**config.mk**
```make
export PLATFORM = sky130hd
export DESIGN_NAME = branch_resolve_unit
export DESIGN_NICKNAME = d
export VERILOG_FILES = /design/src/rtl/cpu_pkg.sv /design/src/rtl/sat_counter.sv /design/src/rtl/branch_resolve_unit.sv
export SDC_FILE = /design/constraint.sdc
export NUM_CORES = 1
export LEC_CHECK = 0
export ABC_AREA = 1
export CAP_MARGIN = 20
export CORE_UTILIZATION = 35
export CTS_BUF_LIST = sky130_fd_sc_hd__clkbuf_16
export DETAILED_ROUTE_END_ITERATION = 6
export PLACE_DENSITY = 0.82
export SYNTH_ARGS = -nofsm -noshare
export SYNTH_HDL_FRONTEND = slang
export SYNTH_SLANG_ARGS = --single-unit
```
**constraint.sdc**
```tcl
create_clock -name Clk -period 4.25 [get_ports Clk]
set_input_delay 0.425 -clock Clk [delete_from_list [all_inputs] [get_ports Clk]]
set_output_delay 0.425 -clock Clk [all_outputs]
set_load 0.1 [all_outputs]
```
**src/rtl/cpu_pkg.sv**
```systemverilog
// Shared encodings for the EX/MEM branch resolution logic.
package cpu_pkg;

  typedef enum logic [3:0] {
    BR_BGEZ = 4'd0,
    BR_BEQ  = 4'd1,
    BR_BNE  = 4'd2,
    BR_BGTZ = 4'd3,
    BR_BLEZ = 4'd4,
    BR_BLTZ = 4'd5,
    BR_J    = 4'd6,
    BR_JR   = 4'd7,
    BR_JAL  = 4'd8
  } br_sel_e;

  typedef enum logic [1:0] {
    PCSRC_SEQ  = 2'd0,
    PCSRC_TGT  = 2'd1,
    PCSRC_FALL = 2'd2
  } pcsrc_e;

  typedef enum logic {
    ST_IDLE  = 1'b0,
    ST_FLUSH = 1'b1
  } bru_state_e;

endpackage

```
**src/rtl/sat_counter.sv**
```systemverilog
// Saturating up-counter with synchronous clear; holds at all-ones.
module sat_counter #(
  parameter int unsigned W = 16
) (
  input  logic         i_clk,
  input  logic         i_rst,
  input  logic         i_inc,
  input  logic         i_clr,
  output logic [W-1:0] o_count
);

  logic [W-1:0] r_count;

  always_ff @(posedge i_clk or posedge i_rst) begin
    if (i_rst) begin
      r_count <= '0;
    end else if (i_clr) begin
      r_count <= '0;
    end else if (i_inc && (r_count != '1)) begin
      r_count <= r_count + 1'b1;
    end
  end

  assign o_count = r_count;

endmodule

```
**src/rtl/branch_resolve_unit.sv**
```systemverilog
// Registered branch resolution: signed compare, prediction check, one-cycle
// PC redirect and a fixed-length flush window that stalls EX.
module branch_resolve_unit
  import cpu_pkg::*;
#(
  parameter int unsigned     XLEN         = 32,
  parameter int unsigned     FLUSH_STAGES = 2,
  parameter int unsigned     CNT_W        = 16,
  parameter logic [XLEN-1:0] TRAP_VEC     = '0
) (
  input  logic              Clk,
  input  logic              Reset,
  input  logic              Valid,
  output logic              Ready,
  input  logic [3:0]        BranchSel,
  input  logic              Zero,
  input  logic [XLEN-1:0]   ALUResult,
  input  logic [XLEN-1:0]   AddResult,
  input  logic [XLEN-5:0]   Imm,
  input  logic [XLEN-1:0]   PCPlus4,
  input  logic              PredTaken,
  output logic [1:0]        PCSrc,
  output logic [XLEN-1:0]   PCNew,
  output logic              Flush,
  output logic [CNT_W-1:0]  TakenCount,
  output logic [CNT_W-1:0]  MispredCount
);

  localparam logic [2:0] FLUSH_LOAD = 3'(FLUSH_STAGES - 1);

  bru_state_e      r_state, w_state_nxt;
  logic [2:0]      r_flush_cnt, w_flush_cnt_nxt;
  pcsrc_e          r_pcsrc, w_pcsrc_nxt;
  logic [XLEN-1:0] r_pcnew, w_pcnew_nxt;

  logic            w_accept, w_taken, w_illegal, w_redirect;
  logic            w_neg, w_zero_val;
  logic [XLEN-1:0] w_target;

  assign w_neg      = ALUResult[XLEN-1];
  assign w_zero_val = ~|ALUResult;

  always_comb begin
    w_taken   = 1'b0;
    w_illegal = 1'b0;
    w_target  = AddResult;
    case (BranchSel)
      BR_BGEZ: w_taken = ~w_neg;
      BR_BEQ:  w_taken = Zero;
      BR_BNE:  w_taken = ~Zero;
      BR_BGTZ: w_taken = ~w_neg & ~w_zero_val;
      BR_BLEZ: w_taken = w_neg | w_zero_val;
      BR_BLTZ: w_taken = w_neg;
      BR_J: begin
        w_taken  = 1'b1;
        w_target = {AddResult[XLEN-1:XLEN-4], Imm};
      end
      BR_JR: begin
        w_taken  = 1'b1;
        w_target = ALUResult;
      end
      BR_JAL:  w_taken = 1'b1;
      default: begin
        w_illegal = 1'b1;
        w_target  = TRAP_VEC;
      end
    endcase
  end

  // Illegal codes always redirect; legal ones only when outcome != prediction.
  assign w_redirect = w_illegal | (w_taken ^ PredTaken);

  always_comb begin
    w_state_nxt     = r_state;
    w_flush_cnt_nxt = r_flush_cnt;
    w_pcsrc_nxt     = PCSRC_SEQ;
    w_pcnew_nxt     = '0;
    w_accept        = 1'b0;
    Ready           = 1'b0;
    Flush           = 1'b0;
    case (r_state)
      ST_IDLE: begin
        Ready    = 1'b1;
        w_accept = Valid;
        if (Valid && w_redirect) begin
          w_state_nxt     = ST_FLUSH;
          w_flush_cnt_nxt = FLUSH_LOAD;
          if (w_illegal || w_taken) begin
            w_pcsrc_nxt = PCSRC_TGT;
            w_pcnew_nxt = w_target;
          end else begin
            w_pcsrc_nxt = PCSRC_FALL;
            w_pcnew_nxt = PCPlus4;
          end
        end
      end
      ST_FLUSH: begin
        Flush = 1'b1;
        if (r_flush_cnt == 3'd0) begin
          w_state_nxt = ST_IDLE;
        end else begin
          w_flush_cnt_nxt = r_flush_cnt - 3'd1;
        end
      end
      default: w_state_nxt = ST_IDLE;
    endcase
  end

  always_ff @(posedge Clk or posedge Reset) begin
    if (Reset) begin
      r_state     <= ST_IDLE;
      r_flush_cnt <= '0;
      r_pcsrc     <= PCSRC_SEQ;
      r_pcnew     <= '0;
    end else begin
      r_state     <= w_state_nxt;
      r_flush_cnt <= w_flush_cnt_nxt;
      r_pcsrc     <= w_pcsrc_nxt;
      r_pcnew     <= w_pcnew_nxt;
    end
  end

  assign PCSrc = r_pcsrc;
  assign PCNew = r_pcnew;

  sat_counter #(.W(CNT_W)) u_taken_cnt (
    .i_clk   (Clk),
    .i_rst   (Reset),
    .i_inc   (w_accept && w_taken && !w_illegal),
    .i_clr   (1'b0),
    .o_count (TakenCount)
  );

  sat_counter #(.W(CNT_W)) u_mispred_cnt (
    .i_clk   (Clk),
    .i_rst   (Reset),
    .i_inc   (w_accept && w_redirect),
    .i_clr   (1'b0),
    .o_count (MispredCount)
  );

endmodule

```
==> summary.txt <==
Run status
  – Status: complete, but fails checks
  – Violated checks: DRC

Drt
  – Drt wl/cell: 13.7 um
  – DRT Pass-1 Iters: 6
  – WL final: 12.7 mm
  – Antenna viol nets, final: 0
  – DRC errors left: 16
  – Vias/cell: 4.80
  – DR vias: 4475
  – DRT iter0 DRCs: 235

Clock tree
  – # H-tree levels: 3
  – Clock slew at reported path FFs: 0.06 ns
  – Max clock buf depth: 2
  – CTS Hold Bufs: 0
  – Worst skew pair latency: 0.33 ns
  – # resized after CTS: 0
  – TritonCTS Sinks: 70
  – Num CTS Buffers: 9
  – Root Driver: clkbuf_16
  – CTS tree: built
  – Postcts setup bufs: 0

Final layout
  – N_diodes: 0
  – Layout Nets: 922
  – Syn-to-layout area delta: 57.1%
  – Share of cells above drive strength 1: 5.57%
  – Final Non-Filler Cells: 933
  – # fillers: 1055

Power
  – Pwr dens: 417 nW/um2
  – Leak Pwr: 0.00314 uW
  – Combinational power share: 43.2%
  – Switching Share: 43.8%
  – Int Pwr: 1540 uW
  – Peak VDD IR: 0.191 mV
  – Net switching power: 1200 uW
  – Clock power share: 26.4%
  – Reg power frac: 30.4%

Synthesis
  – Syn Area/Cell: 7.06 um2
  – Post-synthesis instance area: 4180 um2
  – Ys Warns: 0
  – Register area share after synthesis: 42.0%
  – Distinct cells, synth: 34
  – Post-synthesis register bit count: 70
  – Top cells by area, synth: dfrtp_1 (42%), nand2_1 (24%), nand3_1 (4.7%), inv_1 (4.0%), xor2_1 (4.0%)
  – Most frequent cell after synthesis: nand2_1
  – Post-synth net total: 728
  – Number of flops mapped to enable cells by yosys: 0
  – Ys flop type: dfrtp_1
  – Asr flop ratio synth: 100%
  – Post-Synthesis Cells: 591
  – Post-synth top area share: 42.0%
  – Most frequent cells after synthesis: nand2_1 (266), dfrtp_1 (70), inv_1 (45), nor2_1 (40), nand3_1 (39)
  – Post-synth top area cell: dfrtp_1

Placed design
  – Dpl ws: 1.19 ns
  – Placed cell count: 917
  – RD Place Congestion: 0.881
  – Port bufs: 200
  – HPWL Detailed: 9.65 mm

Die
  – Chip height: 111 um
  – Die Area: 12400 um2
  – Die W: 111 um
  – Floorplan Core Area: 11500 um2
  – Initial Utilization: 36.3%
  – Site Rows: 39
  – Ports: 201

Critical path
  – Worst setup SP type: input pin
  – End of the worst register-to-register path: u_mispred_cnt.o_count[9]
  – Worst r2r src: u_mispred_cnt.o_count[0]
  – CP arrival: 2.98 ns
  – CP Capture Type: flop
  – CP endpoint: PCNew[0]
  – CP required: 4.51 ns
  – FF-to-FF path depth: 7
  – CP startpoint: ALUResult[31]
  – Crit path kind: in2reg
  – R2R setup slack: 1.93 ns
  – Worst Path Max Fanout: 31

STA
  – Fmax: 367 MHz
  – Slew margin rel.: 30.2%
  – Final setup violation count: 0
  – Setup slack after layout: 1.53 ns
  – RSZ-0062 raised after global routing: false
  – Min Tclk post-route: 2.72 ns
  – Worst-Margin Slew: 1.05 ns
  – Crit share post-route: 64.1%
  – Setup TNS: 0 ns
  – Final max-slew violation count: 0
  – Worst clock skew: 0.00644 ns
  – Final-report hold violation count: 0

Min path
  – Min-delay worst type: reg2reg

Global routing
  – Total congestion overflow: 0
  – Largest net degree at the start of global routing: 37
  – Initial antenna violation count: 0
  – First-pass GRT wire length: 20.8 mm
  – GRT Total Usage: 21.2%
  – Vias in the first global route: 4368

Job
  – Max-cap violations: 0
[per-layer routing]
layer / vias up / global-route usage [%] / wire length [um]
li1: 2239 / - / -
met1: 2070 / 25.0 / 5300
met2: 147 / 37.5 / 6380
met3: 19 / 5.58 / 842
met4: 0 / 6.13 / 220
met5: - / 0 / 0
[registers in the layout (all words and copies together), names as in the netlist]
| signal | flops |
|---|---|
| r_state | 1 |
| PCSrc | 2 |
| r_flush_cnt | 3 |
| u_taken_cnt.o_count | 16 |
| PCNew | 32 |
| u_mispred_cnt.o_count | 16 |
[cell usage in the layout (no fill, tap or decap)]
cell / Yosys / routed
nand2_1: 266 / 266
clkdlybuf4s50_1: 0 / 200
dfrtp_1: 70 / 70
inv_1: 45 / 45
nor2_1: 40 / 40
nand3_1: 39 / 39
nand4_1: 22 / 22
xor2_1: 19 / 19
nand2_2: 12 / 12
o21ai_0: 11 / 11
xnor2_1: 10 / 10
nor3_1: 9 / 9
clkbuf_16: 0 / 9
inv_2: 4 / 5
clkinv_2: 1 / 4
ha_1: 4 / 4
clkinv_1: 1 / 3
o21ai_1: 2 / 2
nand3_4: 2 / 2
nor4_1: 2 / 2
or2_2: 2 / 2
buf_4: 1 / 2
nor2_2: 1 / 1
nand3_2: 1 / 1
o211ai_2: 1 / 1
nor3b_1: 1 / 1
a41oi_1: 1 / 1
a21oi_4: 1 / 1
nor2_4: 1 / 1
nand2_4: 1 / 1
nand4_2: 1 / 1
a21oi_1: 1 / 1
nand3b_1: 1 / 1
bufinv_16: 0 / 1
[how the worst min path moves through the flow]
stage	cells past startpoint	endpoint	slack, ns	startpoint
global placement	2	r_flush_cnt[1]	0.48	r_flush_cnt[1]
CTS	2	r_flush_cnt[1]	0.50	r_flush_cnt[1]
floorplan	2	r_flush_cnt[1]	0.47	r_flush_cnt[1]
global route	2	r_flush_cnt[1]	0.52	r_flush_cnt[1]
finish	2	r_flush_cnt[1]	0.50	r_flush_cnt[1]
detailed placement	2	r_flush_cnt[1]	0.49	r_flush_cnt[1]
[worst max-delay path, stage by stage]
cell and delay, ns:
clkdlybuf4s50_1 0.49, nor2_1 0.13, nand2_1 0.09, nor2_1 0.15, nand2_1 0.07, o21ai_0 0.22, nand2_1 0.13, nand3_4 0.13
nand3_1 0.08, inv_1 0.71, nand2_1 0.22, nand2_1 0.13
[power groups by stage]
stage | Clock [uW] | Sequential, uW | Combinational [uW]
6_report | 723 | 832 | 1180
5_1_grt | 771 | 843 | 1260
4_1_cts | 737 | 831 | 1190
3_5_place_dp | 0 | 843 | 1190
3_3_place_gp | 0 | 839 | 1170
2_1_floorplan | 0 | 1340 | 324
[layout make-up]
cell class                 instances  area [um2]  share of cell area (%)
inverter                          51         193                    2.94
multi-input combinational        451        2140                    32.6
sequential                        70        1750                    26.7
timing repair buffer             202        2020                    30.7
clock inverter                     7        56.3                   0.858
tap                              143         179                    2.73
clock buffer                       9         225                    3.43
[cell families after synthesis]
logic type,Yosys count,synth area share (%)
simple gates,401,41.4
buf+inv,70,6.80
flops,70,42.0
xor+xnor,29,6.08
compound gates,17,2.58
fa+ha+maj,4,1.20
[per-stage QoR]
stage / cell area [um2] / power [uW] / hold WS [ns] / util [%]
2_1_floorplan: 4180 / 1670 / 0.469 / -
3_5_place_dp: 6280 / 2030 / 0.488 / 54.5
3_3_place_gp: 6280 / 2010 / 0.480 / 54.5
5_1_grt: 6560 / 2870 / 0.525 / 57.0
6_report: 6560 / 2740 / 0.496 / 57.0
4_1_cts: 6560 / 2760 / 0.500 / 57.0
Note: power is estimated with default switching activity, not from simulation.
